--- src/rtl/mem_copy_engine_if.sv ---
// Bus bundle for mem_copy_engine: the start/parameter handshake from the
// requester plus the single-port data memory signals (A, WD, MemWrite, RD).
// The engine connects through the master modport; the requester/memory side
// connects through the slave modport.
interface mem_copy_engine_if #(
  parameter int ADDR_W = 10,
  parameter int LEN_W  = 11
);
  logic              start;
  logic [ADDR_W-1:0] src;
  logic [ADDR_W-1:0] dst;
  logic [LEN_W-1:0]  len;
  logic              busy;
  logic              done;
  logic [31:0]       A;
  logic [31:0]       WD;
  logic              MemWrite;
  logic [31:0]       RD;

  modport master (
    input  start, src, dst, len, RD,
    output busy, done, A, WD, MemWrite
  );

  modport slave (
    output start, src, dst, len, RD,
    input  busy, done, A, WD, MemWrite
  );
endinterface

--- src/rtl/mem_copy_engine.sv ---
// mem_copy_engine: small DMA helper that copies len consecutive 32-bit words
// from word address src to word address dst, ascending, one word per
// READ/WRITE pair (2 cycles per word). Addresses wrap modulo 2^ADDR_W.
// Optional feature macro: MEM_COPY_CHECKSUM_EN adds a 32-bit checksum output
// holding the running sum of every word written by the current job.
module mem_copy_engine #(
  parameter int ADDR_W = 10,
  parameter int LEN_W  = 11
) (
  input  logic                     clk,
  input  logic                     reset_n,
  mem_copy_engine_if.master        bus
`ifdef MEM_COPY_CHECKSUM_EN
  ,
  output logic [31:0]              checksum
`endif
);

  typedef enum logic [1:0] {
    IDLE  = 2'd0,
    READ  = 2'd1,
    WRITE = 2'd2,
    DONE  = 2'd3
  } state_t;

  state_t            state_q, state_d;
  logic [ADDR_W-1:0] src_q, src_d;
  logic [ADDR_W-1:0] dst_q, dst_d;
  logic [LEN_W-1:0]  len_q, len_d;
  logic [LEN_W-1:0]  idx_q, idx_d;
  logic [ADDR_W-1:0] a_q, a_d;
  logic              mem_write_q, mem_write_d;
  logic              done_q, done_d;
  logic [LEN_W-1:0]  idx_inc;
`ifdef MEM_COPY_CHECKSUM_EN
  logic [31:0]       checksum_q, checksum_d;
`endif

  assign idx_inc = idx_q + LEN_W'(1);

  // Next-state and next-output decode; the address for the next phase is
  // computed here so A comes straight from a flop with no path from start.
  always_comb begin
    state_d     = state_q;
    src_d       = src_q;
    dst_d       = dst_q;
    len_d       = len_q;
    idx_d       = idx_q;
    a_d         = a_q;
    mem_write_d = 1'b0;
    done_d      = 1'b0;
`ifdef MEM_COPY_CHECKSUM_EN
    checksum_d  = checksum_q;
`endif
    case (state_q)
      IDLE: begin
        if (bus.start) begin
          src_d = bus.src;
          dst_d = bus.dst;
          len_d = bus.len;
          idx_d = '0;
`ifdef MEM_COPY_CHECKSUM_EN
          checksum_d = '0;
`endif
          if (bus.len == '0) begin
            state_d = DONE;
            done_d  = 1'b1;
            a_d     = '0;
          end else begin
            state_d = READ;
            a_d     = bus.src;
          end
        end
      end
      READ: begin
        state_d     = WRITE;
        a_d         = dst_q + ADDR_W'(idx_q);
        mem_write_d = 1'b1;
      end
      WRITE: begin
        idx_d = idx_inc;
`ifdef MEM_COPY_CHECKSUM_EN
        checksum_d = checksum_q + bus.RD;
`endif
        if (idx_inc == len_q) begin
          state_d = DONE;
          done_d  = 1'b1;
          a_d     = '0;
        end else begin
          state_d = READ;
          a_d     = src_q + ADDR_W'(idx_inc);
        end
      end
      DONE: begin
        state_d = IDLE;
        a_d     = '0;
      end
      default: begin
        state_d = IDLE;
        a_d     = '0;
      end
    endcase
  end

  // Single state/output register bank; async reset drops MemWrite at once.
  always_ff @(posedge clk or negedge reset_n) begin
    if (!reset_n) begin
      state_q     <= IDLE;
      src_q       <= '0;
      dst_q       <= '0;
      len_q       <= '0;
      idx_q       <= '0;
      a_q         <= '0;
      mem_write_q <= 1'b0;
      done_q      <= 1'b0;
`ifdef MEM_COPY_CHECKSUM_EN
      checksum_q  <= '0;
`endif
    end else begin
      state_q     <= state_d;
      src_q       <= src_d;
      dst_q       <= dst_d;
      len_q       <= len_d;
      idx_q       <= idx_d;
      a_q         <= a_d;
      mem_write_q <= mem_write_d;
      done_q      <= done_d;
`ifdef MEM_COPY_CHECKSUM_EN
      checksum_q  <= checksum_d;
`endif
    end
  end

  // Outputs: WD forwards the word fetched by the preceding READ during WRITE.
  assign bus.A        = {{(32-ADDR_W){1'b0}}, a_q};
  assign bus.WD       = (state_q == WRITE) ? bus.RD : 32'd0;
  assign bus.MemWrite = mem_write_q;
  assign bus.busy     = (state_q != IDLE);
  assign bus.done     = done_q;
`ifdef MEM_COPY_CHECKSUM_EN
  assign checksum     = checksum_q;
`endif

endmodule
--- src/flat_wrapper.sv ---
// flat-port wrapper written by rule: the top's interface ports become plain ports
module mem_copy_engine_flat 
#(
  parameter int ADDR_W = 10,
  parameter int LEN_W  = 11
)
  (clk, reset_n, bus_start, bus_src, bus_dst, bus_len, bus_RD, bus_busy, bus_done, bus_A, bus_WD, bus_MemWrite);
  mem_copy_engine_if #(.ADDR_W(ADDR_W), .LEN_W(LEN_W)) bus_i ();
  input  logic clk;
  input  logic reset_n;
  input wire logic [$bits(bus_i.start)-1:0] bus_start;
  input wire logic [$bits(bus_i.src)-1:0] bus_src;
  input wire logic [$bits(bus_i.dst)-1:0] bus_dst;
  input wire logic [$bits(bus_i.len)-1:0] bus_len;
  input wire logic [$bits(bus_i.RD)-1:0] bus_RD;
  output wire logic [$bits(bus_i.busy)-1:0] bus_busy;
  output wire logic [$bits(bus_i.done)-1:0] bus_done;
  output wire logic [$bits(bus_i.A)-1:0] bus_A;
  output wire logic [$bits(bus_i.WD)-1:0] bus_WD;
  output wire logic [$bits(bus_i.MemWrite)-1:0] bus_MemWrite;
  assign bus_i.start = bus_start;
  assign bus_i.src = bus_src;
  assign bus_i.dst = bus_dst;
  assign bus_i.len = bus_len;
  assign bus_i.RD = bus_RD;
  assign bus_busy = bus_i.busy;
  assign bus_done = bus_i.done;
  assign bus_A = bus_i.A;
  assign bus_WD = bus_i.WD;
  assign bus_MemWrite = bus_i.MemWrite;
  mem_copy_engine #(.ADDR_W(ADDR_W), .LEN_W(LEN_W)) u_core (.clk(clk), .reset_n(reset_n), .bus(bus_i));
endmodule
--- config.mk ---
export PLATFORM = sky130hd
export DESIGN_NAME = mem_copy_engine_flat
export DESIGN_NICKNAME = d
export VERILOG_FILES = /design/src/rtl/mem_copy_engine_if.sv /design/src/rtl/mem_copy_engine.sv /design/src/flat_wrapper.sv
export SDC_FILE = /design/constraint.sdc
export NUM_CORES = 1
export LEC_CHECK = 0
export CORE_MARGIN = 3
export CORE_UTILIZATION = 50
export DETAILED_ROUTE_END_ITERATION = 8
export PLACE_DENSITY_LB_ADDON = 0.08
export SLEW_MARGIN = 30
export SYNTH_ARGS = -nofsm -noshare
export SYNTH_HDL_FRONTEND = slang
export SYNTH_SLANG_ARGS = --single-unit
--- constraint.sdc ---
create_clock -name clk -period 7.2 [get_ports clk]
set_input_delay 1.44 -clock clk [delete_from_list [all_inputs] [get_ports clk]]
set_output_delay 1.44 -clock clk [all_outputs]
set_load 0.02 [all_outputs]
==> key figures, run 1 <==
Place
  – PortBufs: 110
  – Setup WS pre-CTS: 3120 ps
  – RD Place Congestion: 0.907
  – Placed cell count: 603
  – HPWL after DPL: 7.97 mm

Pwr
  – Sequential Power Share: 30.9%
  – Combinational power share: 57.5%
  – Peak VDD IR: 0.171 mV
  – Clock share of power: 11.6%
  – Int Power: 1070 uW
  – Psw: 779 uW
  – Sw frac: 42.1%
  – Cell Pwr Density: 360 mW/mm^2
  – Leak pwr: 0.00216 uW

Die
  – Total die area: 0.00905 sq mm
  – Die height: 95.2 um
  – Starting Density: 53.1%
  – Row cnt: 31
  – I/O Pins: 133
  – Core box area: 0.00749 sq mm
  – Die X: 95.2 um

Layout
  – Layout cell share with drive strength beyond 1: 11.3%
  – Antenna diodes: 0
  – Most common cell after layout, fill and taps aside: clkdlybuf4s50_1
  – Most frequent cells in the layout: clkdlybuf4s50_1, dfrtp_1, and2_1
  – Layout Cells excl Fill: 611
  – Fin nets: 598
  – Layout Area Growth over Synthesis: 29.1%

Worst setup path
  – Reg2reg end: u_core.a_q[9]
  – Setup crit start kind: input port
  – Reg2Reg Setup Slack: 4180 ps
  – Worst path most repeated cell: clkdlybuf4s50_1
  – Kind of critical path: input port to output port
  – Worst r2r src: u_core.idx_q[0]
  – CP cell instances: clkdlybuf4s50_1 -> and2_1 -> clkdlybuf4s50_1
  – Critical path endpoint: bus_WD[27]
  – Worst EP required: 5760 ps
  – Slowest-stage cell, CP: clkdlybuf4s50_1
  – CP max FO: 1
  – Critical Path AT: 2630 ps
  – Worst Setup SP: bus_RD[27]
  – Crit. End Element: output port
  – Worst Reg2Reg Path Length in Cells: 11
  – Max incr delay on CP: 610 ps

Route
  – Detail Route Antenna Nets: 0
  – DR WL/cell: 16.9 um
  – Routed WL: 10.3 mm
  – DRT iter0 DRCs: 163
  – DR pass1 iterations: 4
  – Vias after detailed routing: 3307
  – Number of remaining DRC errors: 0
  – DR vias/cell: 5.41

STA
  – Worst-margin pin slew: 834 ps
  – Final setup vio count: 0
  – Slew Viols, Final: 0
  – Hold_ws: 524 ps
  – Final WS setup: 3130 ps
  – Max Fclk: 0.246 GHz
  – Unrepaired setup endpoints after global routing: no
  – Hold violation count in the final report: 0
  – Period utilization: 56.5%
  – Slew headroom: 44.3%
  – Skew final: 4.87 ps
  – Setup TNS: 0 ps
  – Min cycle time layout: 4070 ps

Yosys
  – Simple-Gate Fraction of Synth Area: 17.7%
  – Xor/xnor cell area share of the yosys netlist: 7.68%
  – Syn avg cell area: 9.65 sq um
  – Mux share of post-synthesis cell area: 8.75%
  – Sequential-to-total area share from yosys stat: 35.3%
  – Synth Area in Compound Gates: 15.1%
  – Gate count after technology mapping: 412
  – Area share of the largest cell type after synthesis: 35.3%
  – Ys async rst share: 100%
  – Top cells by area, synth: dfrtp_1, mux2_2, ha_1, and2_1, xnor2_1
  – Library cells used by synthesis: 62
  – Syn. warnings: 0
  – Cell area after synthesis: 0.00397 sq mm
  – Post-Synth Adder-Cell Area: 6.99%
  – #FFs+latches synth: 56
  – Largest family of logic cells by synthesized area: simple AND/OR/NAND/NOR gates
  – Leading register cell type out of synthesis: dfrtp_1
  – Count of flip-flops with a built-in enable after synthesis: 0
  – Post-synth top area cell: dfrtp_1

GRT
  – Number of global-route vias before repair: 3270
  – Global-route wire length before repair: 16.1 mm
  – Initial antenna violation count: 0
  – Grt total ovfl: 0
  – Largest net degree at the start of global routing: 57
  – Total GRT Usage: 22.7%

CTS
  – Clock root cell: clkbuf_8
  – Hold_buf cts: 0
  – Worst-path clk slew: 100 ps
  – H-Tree Depth: 2
  – CTS Buffer Depth: 2
  – Resize count post-CTS: 0
  – Clock sink count: 56
  – Clk Latency, worst-skew pair: 320 ps
  – CTS tree: built
  – Setup Buffers After CTS: 0
  – Clock buffers created by TritonCTS: 5

Flow run
  – MaxCap Viol Count: 0

Hold path
  – Worst hold path class: flip-flop to flip-flop

Run status
  – Outcome: finished clean
metal layers:
layer / track usage, % / up-vias / wire length [um]
li1: - / 1590 / -
met4: 6.13 / 0 / 191
met2: 38.4 / 102 / 5170
met5: 0 / - / 0
met1: 30.6 / 1598 / 4400
met3: 3.00 / 17 / 549
worst min-delay path by stage:
stage | startpoint | to | slack [ps] | depth (start not counted)
global placement | u_core.src_q[7] | u_core.src_q[7] | 500 | 1
finish | u_core.dst_q[5] | u_core.dst_q[5] | 520 | 1
CTS | u_core.dst_q[5] | u_core.dst_q[5] | 530 | 1
floorplan | u_core.idx_q[10] | u_core.idx_q[10] | 480 | 1
detailed placement | u_core.dst_q[5] | u_core.dst_q[5] | 500 | 1
global route | u_core.src_q[7] | u_core.src_q[7] | 550 | 1
critical path: cells and delay by family:
kind | cells | cell delay, ps
and+or+nand+nor | 1 | 130
buffers and inverters | 2 | 1060
cell families (layout without fill, tap and decap cells):
| family | after synthesis | in the layout |
|---|---|---|
| other cells | 1 | 22 |
| simple gates | 122 | 122 |
| compound gates | 89 | 89 |
| xor+xnor | 34 | 34 |
| mux | 31 | 31 |
| flops | 56 | 56 |
| fa+ha+maj | 21 | 21 |
| buf+inv | 58 | 137 |
area by class of cell:
type / instances / area (sq um)
Fill cell: 597 / 2350
Timing Repair Buffer: 112 / 1110
Clock inverter: 3 / 42.5
Multi-Input combinational cell: 319 / 2320
Sequential cell: 56 / 1400
Clock buffer: 5 / 68.8
Tap cell: 99 / 124
Inverter: 17 / 63.8
synthesized netlist by cell type (8+ instances only):
cell type  instances
nand2b_1           8
dfrtp_1           56
a21oi_1           17
mux2_2            30
and2_1            34
nor2_1            12
ha_1              19
nand2_1           21
xor2_1            14
inv_1             17
nand3_1           15
clkbuf_1          14
xnor2_1           19
buf_4             22
o21ai_0           28
registers in the layout, summed over array words and instances, names as in the netlist:
name,flops
u_core.a_q,10
u_core.bus.done,1
u_core.state_q,2
u_core.bus.MemWrite,1
u_core.src_q,10
u_core.len_q,11
u_core.idx_q,11
u_core.dst_q,10
through the flow:
stage | total power, uW | util (%) | instance area, sq um
4_1_cts | 1850 | 68.5 | 5130
3_3_place_gp | 1610 | 67.1 | 5020
5_1_grt | 1970 | 68.5 | 5130
3_5_place_dp | 1640 | 67.1 | 5020
6_report | 1850 | 68.5 | 5130
2_1_floorplan | 1270 | - | 4050
power groups by stage:
stage / combinational, uW / clock (uW) / sequential [uW]
global placement: 1030 / 0 / 573
floorplan: 704 / 0 / 565
detailed placement: 1060 / 0 / 576
finish: 1060 / 214 / 572
CTS: 1070 / 217 / 570
global route: 1160 / 229 / 588
(Power assumes the default switching activity.)
==> run 2: changes to the inputs <==
CORE_UTILIZATION = 47   (was 50)
clock period = 4.05 ns   (was 7.2 ns; I/O delays follow)
==> key figures, run 2 (synthesis results as in run 1) <==
Hold path
  – Worst hold path class: flip-flop to flip-flop

CTS
  – Clock buffers created by TritonCTS: 5
  – CTS tree: built
  – CTS Buffer Depth: 2
  – Clock root cell: clkbuf_8
  – Clk Latency, worst-skew pair: 320 ps
  – Setup Buffers After CTS: 0
  – Worst-path clk slew: 100 ps
  – H-Tree Depth: 2
  – Hold_buf cts: 0
  – Resize count post-CTS: 0
  – Clock sink count: 56

Worst setup path
  – Reg2Reg Setup Slack: 1240 ps
  – Setup crit start kind: flip-flop
  – Kind of critical path: flip-flop to output port
  – Worst Reg2Reg Path Length in Cells: 10
  – Worst Setup SP: u_core.state_q[1]
  – Worst EP required: 3240 ps
  – Critical Path AT: 2320 ps
  – Worst r2r src: u_core.idx_q[0]
  – Crit. End Element: output port
  – Reg2reg end: u_core.a_q[8]
  – Critical path endpoint: bus_WD[24]
  – CP max FO: 33

STA
  – Worst-margin pin slew: 818 ps
  – Period utilization: 77.4%
  – Slew headroom: 45.5%
  – Unrepaired setup endpoints after global routing: no
  – Hold_ws: 530 ps
  – Skew final: 7.25 ps
  – Min cycle time layout: 3130 ps
  – Setup TNS: 0 ps
  – Max Fclk: 0.319 GHz
  – Final setup vio count: 0
  – Hold violation count in the final report: 0
  – Slew Viols, Final: 0

Place
  – Post-DP Area: 0.00504 sq mm
  – RD Place Congestion: 0.920
  – HPWL after DPL: 8.20 mm
  – PortBufs: 110

Layout
  – Sequential Area: 0.00140 sq mm
  – Regs by FF count: u_core.idx_q x11, u_core.len_q x11
  – Antenna diodes: 0
  – Most common cell after layout, fill and taps aside: clkdlybuf4s50_1
  – Layout Area Growth over Synthesis: 28.9%
  – Most frequent cells in the layout: clkdlybuf4s50_1, dfrtp_1, and2_1
  – Post-route cell area: 0.00512 sq mm
  – Filler Cells Inserted: 699
  – Area of the multi-input gates: 0.00232 sq mm
  – Fin nets: 600
  – Layout cell share with drive strength beyond 1: 11.3%
  – Final Util: 64.3%

Die
  – Die X: 98.0 um
  – Die height: 98.0 um
  – Core box area: 0.00797 sq mm
  – I/O Pins: 133
  – Total die area: 0.00959 sq mm
  – Starting Density: 49.9%
  – Row cnt: 32

Route
  – DR WL/cell: 16.7 um
  – Vias after detailed routing: 3314
  – Detail Route Antenna Nets: 0
  – Routed WL: 10.3 mm
  – DR vias/cell: 5.39
  – DR pass1 iterations: 4
  – DRT iter0 DRCs: 115
  – Number of remaining DRC errors: 0

Pwr
  – Cell Pwr Density: 633 mW/mm^2
  – Clock share of power: 9.2%
  – Sequential Power Share: 31.5%
  – Psw: 1390 uW
  – Sw frac: 43.0%
  – Leak pwr: 0.00216 uW
  – Int Power: 1850 uW
  – Peak VDD IR: 0.262 mV
  – Combinational power share: 59.2%

Flow run
  – MaxCap Viol Count: 0

GRT
  – Largest net degree at the start of global routing: 37
  – Number of global-route vias before repair: 3296
  – Global-route wire length before repair: 16.6 mm
  – Grt total ovfl: 0
  – Initial antenna violation count: 0
  – Total GRT Usage: 21.4%

Run status
  – Outcome: finished clean
## run 2: changes by cell type in the layout (fill, tap and decap cells not counted), sizes merged
cell	change
buf	+2
clkbuf	+1
bufinv	-1
clkinvlp	-1
## run 2: final cells by class
type                    count  share of cell area, %
multi-input cells         319                   45.4
flip-flops and latches     56                   27.4
repair buffers            114                   22.0
well taps                 102                   2.49
clock buffers               6                   1.42
inverters                  17                   1.25
clock inverters             1                 0.0977
## run 2: power groups by stage
stage / combinational [uW] / clock [uW] / sequential, uW
after floorplan: 1250 / 0 / 1000
after CTS: 1920 / 306 / 1020
after global placement: 1860 / 0 / 1020
after global routing: 2080 / 334 / 1050
after detailed placement: 1900 / 0 / 1030
final: 1920 / 299 / 1020
## run 2: worst min-delay path by stage
stage | startpoint | to | slack [ps] | cells past startpoint
6_report | u_core.idx_q[10] | u_core.idx_q[10] | 530 | 1
2_1_floorplan | u_core.idx_q[10] | u_core.idx_q[10] | 480 | 1
3_5_place_dp | u_core.idx_q[10] | u_core.idx_q[10] | 500 | 1
4_1_cts | u_core.src_q[7] | u_core.src_q[7] | 530 | 1
3_3_place_gp | u_core.src_q[6] | u_core.src_q[6] | 510 | 1
5_1_grt | u_core.dst_q[2] | u_core.dst_q[2] | 550 | 1
## run 2: layer usage
layer  vias up  global-route usage [%]  share of wire, %
li1       1594                       -                 -
met1      1600                    28.0                44
met2       102                    36.4                49
met3        18                    3.57               5.0
met4         0                    6.71               1.6
met5         -                       0                 0
## run 2: worst max-delay path, cell delays in order, from the launching register on
cell	delay, ps
dfrtp_1	610
nor2b_4	570
and2_1	200
clkdlybuf4s50_1	630
## run 2: stage by stage
| stage | instances | setup slack (ps) | power (uW) |
|---|---|---|---|
| after detailed placement | 608 | 988 | 2930 |
| after floorplan | 433 | 1550 | 2260 |
| after CTS | 615 | 634 | 3240 |
| after global routing | 615 | 780 | 3460 |
| after global placement | 608 | 1040 | 2880 |
| final | 615 | 915 | 3240 |
==> run 3: changes to the inputs <==
clock period = 3.3 ns   (was 4.05 ns; I/O delays follow)
==> key figures, run 3 (synthesis results as in run 1) <==
CTS
  – Clock sink count: 56
  – H-Tree Depth: 2
  – Resize count post-CTS: 0
  – CTS Buffer Depth: 2
  – Setup Buffers After CTS: 0
  – Hold_buf cts: 0
  – Clock root cell: clkbuf_8
  – Clock buffers created by TritonCTS: 5
  – Clk Latency, worst-skew pair: 310 ps
  – Worst-path clk slew: 100 ps
  – CTS tree: built

Die
  – Die X: 98.0 um
  – Die height: 98.0 um
  – I/O Pins: 133
  – Total die area: 0.00959 sq mm
  – Row cnt: 32
  – Starting Density: 49.9%
  – Core box area: 0.00797 sq mm

STA
  – Final setup vio count: 0
  – Period utilization: 86.8%
  – Max Fclk: 0.349 GHz
  – Slew Viols, Final: 0
  – Unrepaired setup endpoints after global routing: no
  – Worst-margin pin slew: 853 ps
  – Setup TNS: 0 ps
  – Skew final: 6.71 ps
  – Hold violation count in the final report: 0
  – Slew headroom: 43.0%
  – Min cycle time layout: 2860 ps

Worst setup path
  – Kind of critical path: flip-flop to output port
  – Setup crit start kind: flip-flop
  – Crit. End Element: output port
  – CP max FO: 32
  – Worst Reg2Reg Path Length in Cells: 11
  – Critical Path AT: 2200 ps
  – Worst EP required: 2640 ps

Layout
  – Layout cell share with drive strength beyond 1: 12.4%
  – Sequential Area: 0.00140 sq mm
  – Filler Cells Inserted: 663
  – Fin nets: 604
  – Regs by FF count: u_core.idx_q x11, u_core.len_q x11
  – Most common cell after layout, fill and taps aside: clkdlybuf4s50_1
  – Area of the multi-input gates: 0.00232 sq mm
  – Antenna diodes: 0
  – Layout Area Growth over Synthesis: 30.4%
  – Most frequent cells in the layout: clkdlybuf4s50_1, dfrtp_1, and2_1

Pwr
  – Peak VDD IR: 0.346 mV
  – Sw frac: 42.4%
  – Psw: 1750 uW
  – Cell Pwr Density: 797 mW/mm^2
  – Clock share of power: 11.3%
  – Leak pwr: 0.00219 uW
  – Sequential Power Share: 30.3%
  – Int Power: 2380 uW
  – Total power: 4130 uW
  – Combinational power share: 58.5%

GRT
  – Total GRT Usage: 21.8%
  – Grt total ovfl: 0
  – Initial antenna violation count: 0
  – Number of global-route vias before repair: 3286
  – Global-route wire length before repair: 17.0 mm
  – Largest net degree at the start of global routing: 57

Place
  – PortBufs: 110
  – RD Place Congestion: 0.900
  – HPWL after DPL: 8.09 mm

Route
  – Vias after detailed routing: 3322
  – Number of remaining DRC errors: 0
  – DRT iter0 DRCs: 132
  – Detail Route Antenna Nets: 0
  – DR WL/cell: 16.9 um
  – DR vias/cell: 5.36
  – Routed WL: 10.5 mm
  – DR pass1 iterations: 4

Flow run
  – MaxCap Viol Count: 0

Run status
  – Outcome: finished clean

Hold path
  – Worst hold path class: input port to async pin
run 3: cell count changes in the layout (fill, tap and decap cells not counted):
| cell | before | now |
|---|---|---|
| clkbuf_1 | 1 | 0 |
| nor2b_2 | 0 | 1 |
| nor2b_4 | 1 | 0 |
| bufinv_16 | 0 | 1 |
| buf_4 | 4 | 8 |
| clkinvlp_4 | 0 | 1 |
run 3: worst max-delay path, cell delays in order, from the launching register on:
cell and delay (ps):
dfrtp_1 630, nor2b_2 220, buf_4 260, and2_1 170, clkdlybuf4s50_1 610
run 3: stage by stage:
stage	utilization (%)	hold WS (ps)	std cells	cell area (sq um)	setup slack, ps
after floorplan	-	364	433	4050	800
after detailed placement	63.6	501	612	5070	459
after global routing	65.0	545	620	5180	96.2
after global placement	63.6	495	612	5070	521
after CTS	65.0	503	620	5180	432
final	65.0	475	620	5180	435
run 3: path summary, 6_finish.rpt:
kind	endpoint	slack (ps)	start
setup / recovery	bus_WD[27]	440	u_core.state_q[0]
hold / removal	u_core.dst_q[2]	480	reset_n
setup reg to reg	u_core.a_q[9]	460	u_core.idx_q[0]
hold reg to reg	u_core.src_q[0]	520	u_core.src_q[0]
max in group asynchronous	u_core.idx_q[10]	2340	reset_n
min in group clk	u_core.src_q[0]	520	u_core.src_q[0]
run 3: metal layers:
metal	vias up	GRT usage, %	wire length, um
li1	1602	-	-
met1	1585	29.8	4580
met2	119	35.8	5070
met3	16	3.43	646
met4	0	6.50	185
met5	-	0	0
run 3: layout make-up:
class / count / share of cell area, %
Multi-Input combinational cell: 319 / 44.8
Sequential cell: 56 / 27.1
Timing Repair Buffer: 118 / 22.3
Tap cell: 102 / 2.46
Clock buffer: 5 / 1.33
Inverter: 17 / 1.23
Clock inverter: 3 / 0.821
run 3: power groups by stage:
stage	combinational (uW)	sequential, uW	clock, uW
after floorplan	1540	1230	0
after global placement	2360	1250	0
after detailed placement	2400	1260	0
after CTS	2420	1250	473
after global routing	2630	1290	504
final	2410	1250	466
